**src/rtl/cubic_feeder.sv**
```systemverilog
// Bicubic neighbour feeder: per request, reads four clamped source pixels along a row
// from a 1-cycle-latency ROM and streams them with phase/frac metadata to the cubic stage.
module cubic_feeder #(
  parameter int IMG_W = 100,
  parameter int IMG_H = 100,
  parameter int AW    = 14
) (
  input  logic          CLK,
  input  logic          RST,
  input  logic          req_valid,
  input  logic [6:0]    req_x,
  input  logic [6:0]    req_y,
  input  logic [7:0]    req_frac,
  output logic          req_ready,
  output logic [AW-1:0] mem_addr,
  input  logic [7:0]    mem_rdata,
  output logic [7:0]    P_out,
  output logic [2:0]    cycle_cnt,
  output logic          p_valid,
  output logic [7:0]    frac_out,
  output logic          win_last
);

  localparam int            WX    = AW + 1;
  localparam logic [WX-1:0] X_MAX = WX'(IMG_W - 1);
  localparam logic [AW-1:0] Y_MAX = AW'(IMG_H - 1);
  localparam logic [AW-1:0] W_A   = AW'(IMG_W);

  typedef enum logic {IDLE, RUN} state_t;

  state_t        state_q, state_d;
  logic [2:0]    phase_q, phase_d;
  logic [6:0]    x_q, x_d, y_q, y_d;
  logic [7:0]    frac_q, frac_d;
  logic [AW-1:0] addr_q, addr_d;
  logic          accept;

  // Address of neighbour k (0..3) of column x; out-of-range x is pulled to the last column first.
  function automatic logic [AW-1:0] nb_addr(input logic [6:0] x, input logic [6:0] y,
                                            input logic [1:0] k);
    logic [WX-1:0] xe, xs, xc;
    logic [AW-1:0] yc;
    xe = (WX'(x) > X_MAX) ? X_MAX : WX'(x);
    xs = xe + WX'(k);
    if (xs == '0)                  xc = '0;
    else if (xs - WX'(1) > X_MAX)  xc = X_MAX;
    else                           xc = xs - WX'(1);
    yc = (AW'(y) > Y_MAX) ? Y_MAX : AW'(y);
    return yc * W_A + xc[AW-1:0];
  endfunction

  assign req_ready = (state_q == IDLE) || (phase_q == 3'd4);
  assign accept    = req_valid && req_ready;

  // NOTE: every always_comb output gets a default first, so no path can infer a latch.
  always_comb begin
    state_d = state_q;
    phase_d = phase_q;
    x_d     = x_q;
    y_d     = y_q;
    frac_d  = frac_q;
    addr_d  = '0;
    if (accept) begin
      state_d = RUN;
      phase_d = '0;
      x_d     = req_x;
      y_d     = req_y;
      frac_d  = req_frac;
      addr_d  = nb_addr(req_x, req_y, 2'd0);
    end else if (state_q == RUN) begin
      if (phase_q == 3'd4) begin
        state_d = IDLE;
        phase_d = '0;
      end else begin
        phase_d = phase_q + 3'd1;
        if (phase_q != 3'd3) addr_d = nb_addr(x_q, y_q, phase_q[1:0] + 2'd1);
      end
    end
  end

  // NOTE: sequential state uses non-blocking assignments so all registers update together.
  always_ff @(posedge CLK or posedge RST) begin
    if (RST) begin
      state_q <= IDLE;
      phase_q <= '0;
      x_q     <= '0;
      y_q     <= '0;
      frac_q  <= '0;
      addr_q  <= '0;
    end else begin
      state_q <= state_d;
      phase_q <= phase_d;
      x_q     <= x_d;
      y_q     <= y_d;
      frac_q  <= frac_d;
      addr_q  <= addr_d;
    end
  end

  // Read data trails the address by one cycle, so phases 1..4 carry P(-1)..P(2).
  assign p_valid   = (state_q == RUN) && (phase_q != 3'd0);
  assign P_out     = p_valid ? mem_rdata : '0;
  assign cycle_cnt = phase_q;
  assign win_last  = (state_q == RUN) && (phase_q == 3'd4);
  assign frac_out  = frac_q;
  assign mem_addr  = addr_q;

endmodule

```
**config.mk**
```make
export PLATFORM = sky130hd
export DESIGN_NAME = cubic_feeder
export DESIGN_NICKNAME = d
export VERILOG_FILES = /design/src/rtl/cubic_feeder.sv
export SDC_FILE = /design/constraint.sdc
export NUM_CORES = 1
export LEC_CHECK = 0
export BUFFER_PORTS_ARGS = -buffer_cell sky130_fd_sc_hd__buf_2
export CAP_MARGIN = 20
export CORE_MARGIN = 1
export CORE_UTILIZATION = 63
export CTS_CLUSTER_DIAMETER = 150
export DETAILED_ROUTE_END_ITERATION = 7
export HOLD_SLACK_MARGIN = 0.08
export PLACE_DENSITY_LB_ADDON = 0.2
export SYNTH_ARGS = -nofsm -noshare
export SYNTH_HDL_FRONTEND = slang
export SYNTH_SLANG_ARGS = --single-unit
```
**constraint.sdc**
```tcl
create_clock -name CLK -period 8.2 [get_ports CLK]
set_input_delay 0.41 -clock CLK [delete_from_list [all_inputs] [get_ports CLK]]
set_output_delay 0.41 -clock CLK [all_outputs]
set_load 0.02 [all_outputs]
```
Yosys cells after proc, flatten, opt, wreduce, memory -nomap -nowiden
Index checks and enable logic that the tools add are counted.
W data, S select, Z words.
{"block": "totals", "input_bits": 33, "wordCells": 56, "regBits": 40, "out_inout_bits": 36}
{"block": "classes", "mul": 2, "muxes": 24, "reduce_logical": 8, "n_bitwise": 1, "n_addsub": 7, "magnitude_cmp": 6, "eq_ne": 2}
{"op": "$mux W14", "count": 13}
{"op": "$gt A15 B7 Y1 const B", "count": 2}
{"op": "$logic_not A15 Y1", "count": 2}
{"op": "$add A14 B14 Y14", "count": 2}
{"op": "$gt A7 B7 Y1 const B", "count": 4}
{"op": "$mux W7", "count": 4}
{"op": "$mul A7 B5 Y12 const B", "count": 2}
{"op": "$mux W3", "count": 3}
{"op": "$sub A8 B1 Y9 const B", "count": 1}
{"op": "$add A7 B2 Y8", "count": 1}
{"op": "$mux W8", "count": 1}
{"op": "$sub A7 B1 Y8 const B", "count": 1}
{"op": "$add A3 B1 Y3 const B", "count": 1}
{"op": "$eq A3 B3 Y1 const B", "count": 1}
{"op": "$logic_and A1 B1 Y1", "count": 3}
{"op": "$mux W1", "count": 3}
{"op": "$ne A3 B2 Y1 const B", "count": 1}
{"op": "$reduce_bool A3 Y1", "count": 1}
{"op": "$add A2 B1 Y2 const B", "count": 1}
{"op": "$reduce_bool A2 Y1", "count": 1}
{"op": "$logic_or A1 B1 Y1", "count": 1}
{"op": "$not A1 Y1", "count": 1}

Depth between registers and ports, before layout
{"block": "logic_depth", "word_depth": 16, "mapped_depth": 24, "ltp_nobuf": 24}

Least setup slack after synthesis
OpenSTA, ideal clock, no wires.
{"block": "synth_timing", "path_type": "register to register", "from": "register x_q[5]", "to": "register addr_q[12] (netlist: mem_addr[12])", "arrival_ns": 4.773, "synth_period_minus_slack_ns": 4.856, "stages_incl_launch_ff": 24, "setup_time_ns": 0.083, "required_time_ns": 8.117, "path_buffers": 0, "setup_slack_ns": 3.344, "cell_sequence": "dfrtp_1 and2_1 o31ai_1 nand2b_1 ha_1 inv_1 fa_1 ha_1 inv_1 or4_1 o311a_1 o311ai_4 and2_1 nor3b_1 ha_1 inv_1 fa_1 nor2b_1 o21a_1 o21ai_0 a21o_1 a31o_2 xor2_1 o22ai_1"}
{"block": "synth_via", "elab_chain_cells": 16, "elab_cells_between_ends": 17, "cone_classes": "add/sub: 3; order compare: 2; mux: 11; reduce/logical: 1"}
{"item": "from (decl)", "line": "33", "source": "logic [6:0] x_q, x_d, y_q, y_d;"}
{"item": "from (signal assigned)", "line": "86", "source": "x_q <= '0;"}
{"item": "from (signal assigned)", "line": "93", "source": "x_q <= x_d;"}
{"item": "$gt A7 B7 Y1", "line": "43", "source": "xe = (WX'(x) > X_MAX) ? X_MAX : WX'(x);"}
{"item": "$mux W7 *", "line": "43"}
{"item": "$add A7 B2 Y8 *", "line": "44", "source": "xs = xe + WX'(k);"}
{"item": "$sub A8 B1 Y9", "line": "46, 47"}
{"item": "$gt A15 B7 Y1", "line": "46", "source": "else if (xs - WX'(1) > X_MAX) xc = X_MAX;"}
{"item": "$mux W14", "line": "46"}
{"item": "$mux W14 *", "line": "45", "source": "if (xs == '0) xc = '0;"}
{"item": "$mux W14 *", "line": "76", "source": "if (phase_q != 3'd3) addr_d = nb_addr(x_q, y_q, phase_q[1:0] + 2'd1);"}
{"item": "$mux W14 *", "line": "71", "source": "if (phase_q == 3'd4) begin"}
{"item": "$mux W14 *", "line": "70", "source": "end else if (state_q == RUN) begin"}
{"item": "$mux W14 *", "line": "63", "source": "if (accept) begin"}
{"item": "$add A14 B14 Y14 *", "line": "49", "source": "return yc * W_A + xc[AW-1:0];"}
{"item": "$mux W14 *", "line": "76"}
{"item": "$mux W14 *", "line": "71"}
{"item": "$mux W14 *", "line": "70"}
{"item": "$mux W14 *", "line": "63"}
{"item": "named net addr_d[12]", "line": "35", "source": "logic [AW-1:0] addr_q, addr_d;"}
{"item": "to (signal assigned)", "line": "96", "source": "addr_q <= addr_d;"}
{"item": "to (decl)", "line": "35"}
The timed path passes the listed nets; every way through them passes the cells marked *. The select of a mux whose other input is x is not followed.
A chain may end at the register's enable or synchronous reset.

Worst setup path after layout
Ends and elaborated chain as after synthesis.

==> flow_metrics.tcl <==
set metrics [dict create \
    synth_fa_ha_area_share_pct 26.2 \
    rsz0062_at_grt "no" \
    clk_path_buf_depth 2 \
    ant_nets 0 \
    antenna_found_initial 0 \
    cts_root_buffer "clkbuf_8" \
    reg2reg_depth 23 \
    avgSynthCellArea_sq_um 8.26 \
    min_period_ns 5.43 \
    max_freq_ghz 0.184 \
    post_drt_wl_per_cell_um 14.7 \
    dp.final_hpwl_um 8120 \
    drive_gt1_share_pct 14.3 \
    ios 69 \
    cp_slowest_cell "fa_1" \
    tns_ns 0 \
    critPathBufInv 3 \
    synthFlopType "dfrtp_1" \
    path_depth 23 \
    synth_area_sq_um 4400 \
    synth_cells 533 \
    worstHoldPathType "input pin to async pin" \
    fin_crit_sh_pct 66.2 \
    grt_pass1_wl_um 16700 \
    area_growth_pct 12.7 \
    cts_setup_buffers 0 \
    core_sq_um 6760 \
    clock-sinks 40 \
    timing.rr.end "mem_addr[12]" \
    slew_headroom_pct 31.3 \
    htree_levels 2 \
    hold_slack_ns 0.235 \
    synth-xor-area-share_pct 7.36 \
    critPathMaxFanout 8 \
    firstDrtPassIters 5 \
    synth-edff-count 0 \
    crit_required_ns 8.34 \
    synth_top_family_by_area "adder cells" \
    die_w_um 85.6 \
    dieArea_sq_um 7330 \
    max-cap-violations 0 \
    status "complete, no violations" \
    yosys_warnings 0 \
    drc_errors 0 \
    layout.nets 729 \
    worst_slew_pin_slew_ns 1.03 \
    path_cells "and2_1 > o31ai_1 > nand2b_1 > ha_1 > inv_1 > fa_1 > ha_1 > inv_1 > or4_1 > o311a_1 > o311ai_4 > and2_1 > nor3b_1 > ha_1 > inv_1 > fa_1 > nor2b_1 > o21a_1 > o21ai_0 > a21o_1 > a31o_2 > xor2_1 > o22ai_1" \
    routabilityCongestion 0.897 \
    grt_max_degree 41 \
    yosysSeqAreaShare_pct 22.7 \
    synth-simple-area-share_pct 21.2 \
    crit_end "mem_addr[12]" \
    ctsHoldBuffers 0 \
    synth_cell_type_count 58 \
    synthMuxAreaShare_pct 0.227 \
    initial_core_util_pct 65.2 \
    ys_async_sr_fraction_pct 100 \
    r2r_slack_ns 2.77 \
    worst_clock_skew_ns 0.00450 \
    critPathLaunchType "flop" \
    critPathLaunch "x_q[5]" \
    slowest_delay_ns 0.54 \
    grt_remaining_overflow 0 \
    setup_viol 0 \
    dpl-instance-area_sq_um 4850 \
    num_antenna_cells 0 \
    cts_resized 0 \
    final_hold_viol_count 0 \
    r2r_start "x_q[5]" \
    clk-insertion-delay-late_ns 0.30 \
    path_class "flop to flop" \
    critPathArrivalTime_ns 5.56 \
    drt_iter0_drc 269 \
    numCtsBuffers 5 \
    worst_path_dominant_cell_family "adder cells" \
    io_buffer_count 68 \
    wirelength_um 10100 \
    rows 30 \
    vias_per_cell 5.83 \
    grtUsageTotal_pct 28.5 \
    clkSlewWorstSetupHoldPaths_ns 0.09 \
    die_h_um 85.6 \
    grt_pass1_vias 3742 \
    synth_compound_area_share_pct 17.9 \
    endpoint_kind "flop" \
    drv_slew 0 \
    synth-seq-cells 40 \
    cts_tree "yes" \
    vias 4018 \
    final_area_sq_um 4960 \
]
[metrics by stage]
step	worst slack [ns]	util [%]	instances
finish	2.77	73.5	689
floorplan	3.34	-	544
detailed placement	2.89	71.8	681
global placement	3.08	71.8	681
CTS	2.84	73.5	689
global route	2.46	73.5	689
[per-layer routing]
metal	part of all wire (%)	global-route usage, %	vias up
li1	-	-	1984
met2	49	50.3	126
met4	1.2	6.67	0
met3	5.0	3.08	14
met1	45	37.5	1894
met5	0	0	-
[worst register-to-register path: stages (launching register included)]
cell and delay (ns):
dfrtp_1 0.48, and2_1 0.24, o31ai_1 0.11, nand2b_1 0.08, ha_1 0.18, inv_1 0.06, fa_1 0.54, ha_1 0.24
inv_1 0.10, or4_1 0.53, o311a_1 0.21, o311ai_4 0.35, and2_1 0.18, nor3b_1 0.22, ha_1 0.23, inv_1 0.07
fa_1 0.41, nor2b_1 0.16, o21a_1 0.14, o21ai_0 0.10, a21o_1 0.20, a31o_2 0.21, xor2_1 0.14, o22ai_1 0.09
[area by class of cell]
type | count | area (sq um)
Clock buffer | 5 | 68.8
Timing Repair Buffer | 69 | 348
Fill cell | 546 | 1790
Tap cell | 80 | 100
Sequential cell | 40 | 1000
Inverter | 39 | 146
Clock inverter | 3 | 46.3
Multi-Input combinational cell | 453 | 3250
[cells by family (layout without fill, tap and decap cells)]
logic type / count (synthesis) / in the layout
mux: 1 / 1
flops: 40 / 40
compound gates: 117 / 117
simple gates: 198 / 198
buf+inv: 51 / 116
xor+xnor: 37 / 37
fa+ha+maj: 88 / 88
other cells: 1 / 12
[cells in the final DEF, fill, tap and decap left out, drive strengths merged, types with 3 or more instances in the layout]
| cell | instances |
|---|---|
| or2 | 6 |
| o22ai | 11 |
| o211ai | 3 |
| a21boi | 3 |
| conb | 12 |
| nor2 | 38 |
| ha | 81 |
| fa | 7 |
| and2 | 20 |
| a21oi | 31 |
| o21a | 8 |
| clkbuf | 5 |
| and3 | 6 |
| o21bai | 6 |
| xnor2 | 25 |
| a31oi | 5 |
| dfrtp | 40 |
| nor2b | 4 |
| or3 | 3 |
| o21ai | 17 |
| nand2b | 11 |
| inv | 40 |
| a211oi | 4 |
| o311ai | 3 |
| nand2 | 87 |
| buf | 69 |
| xor2 | 12 |
| nand3 | 6 |
| a21o | 10 |
| nor3 | 6 |
[flip-flops by register name, indices dropped and copies added (netlist names)]
register / flops
mem_addr: 14
frac_out: 8
x_q: 7
y_q: 7
cycle_cnt: 3
state_q: 1
[synthesized netlist by cell type, types with 3 or more instances]
library cell,count,area (sq um)
or2_2,4,25.0
o21bai_1,6,45.0
o211ai_1,3,22.5
or3_1,3,18.8
a21oi_1,31,155
nand2b_1,11,68.8
dfrtp_1,40,1000
nor2_1,38,143
xor2_1,12,105
o21ai_0,16,80.1
o22ai_1,11,68.8
clkbuf_1,12,45.0
o21a_1,8,60.1
fa_1,7,140
nor2b_1,4,25.0
a31oi_1,5,31.3
xnor2_1,25,219
nand2_1,87,327
and2_1,19,119
and3_1,6,37.5
nor3_1,6,30.0
nand3_1,6,30.0
a211oi_1,4,30.0
ha_1,81,1010
a21o_1,10,75.1
inv_1,39,146
[worst min path at each step]
stage / startpoint / to / slack, ns
after floorplan: x_q[0] / x_q[0] / 0.44
final: RST / frac_out[0] / 0.24
after global placement: frac_out[0] / frac_out[0] / 0.45
after global routing: req_frac[7] / frac_out[7] / 0.29
after detailed placement: x_q[0] / x_q[0] / 0.46
after CTS: RST / frac_out[0] / 0.26
Power is not shown: default switching activity piles up to over one toggle a cycle in this logic, so the estimate is an artifact.
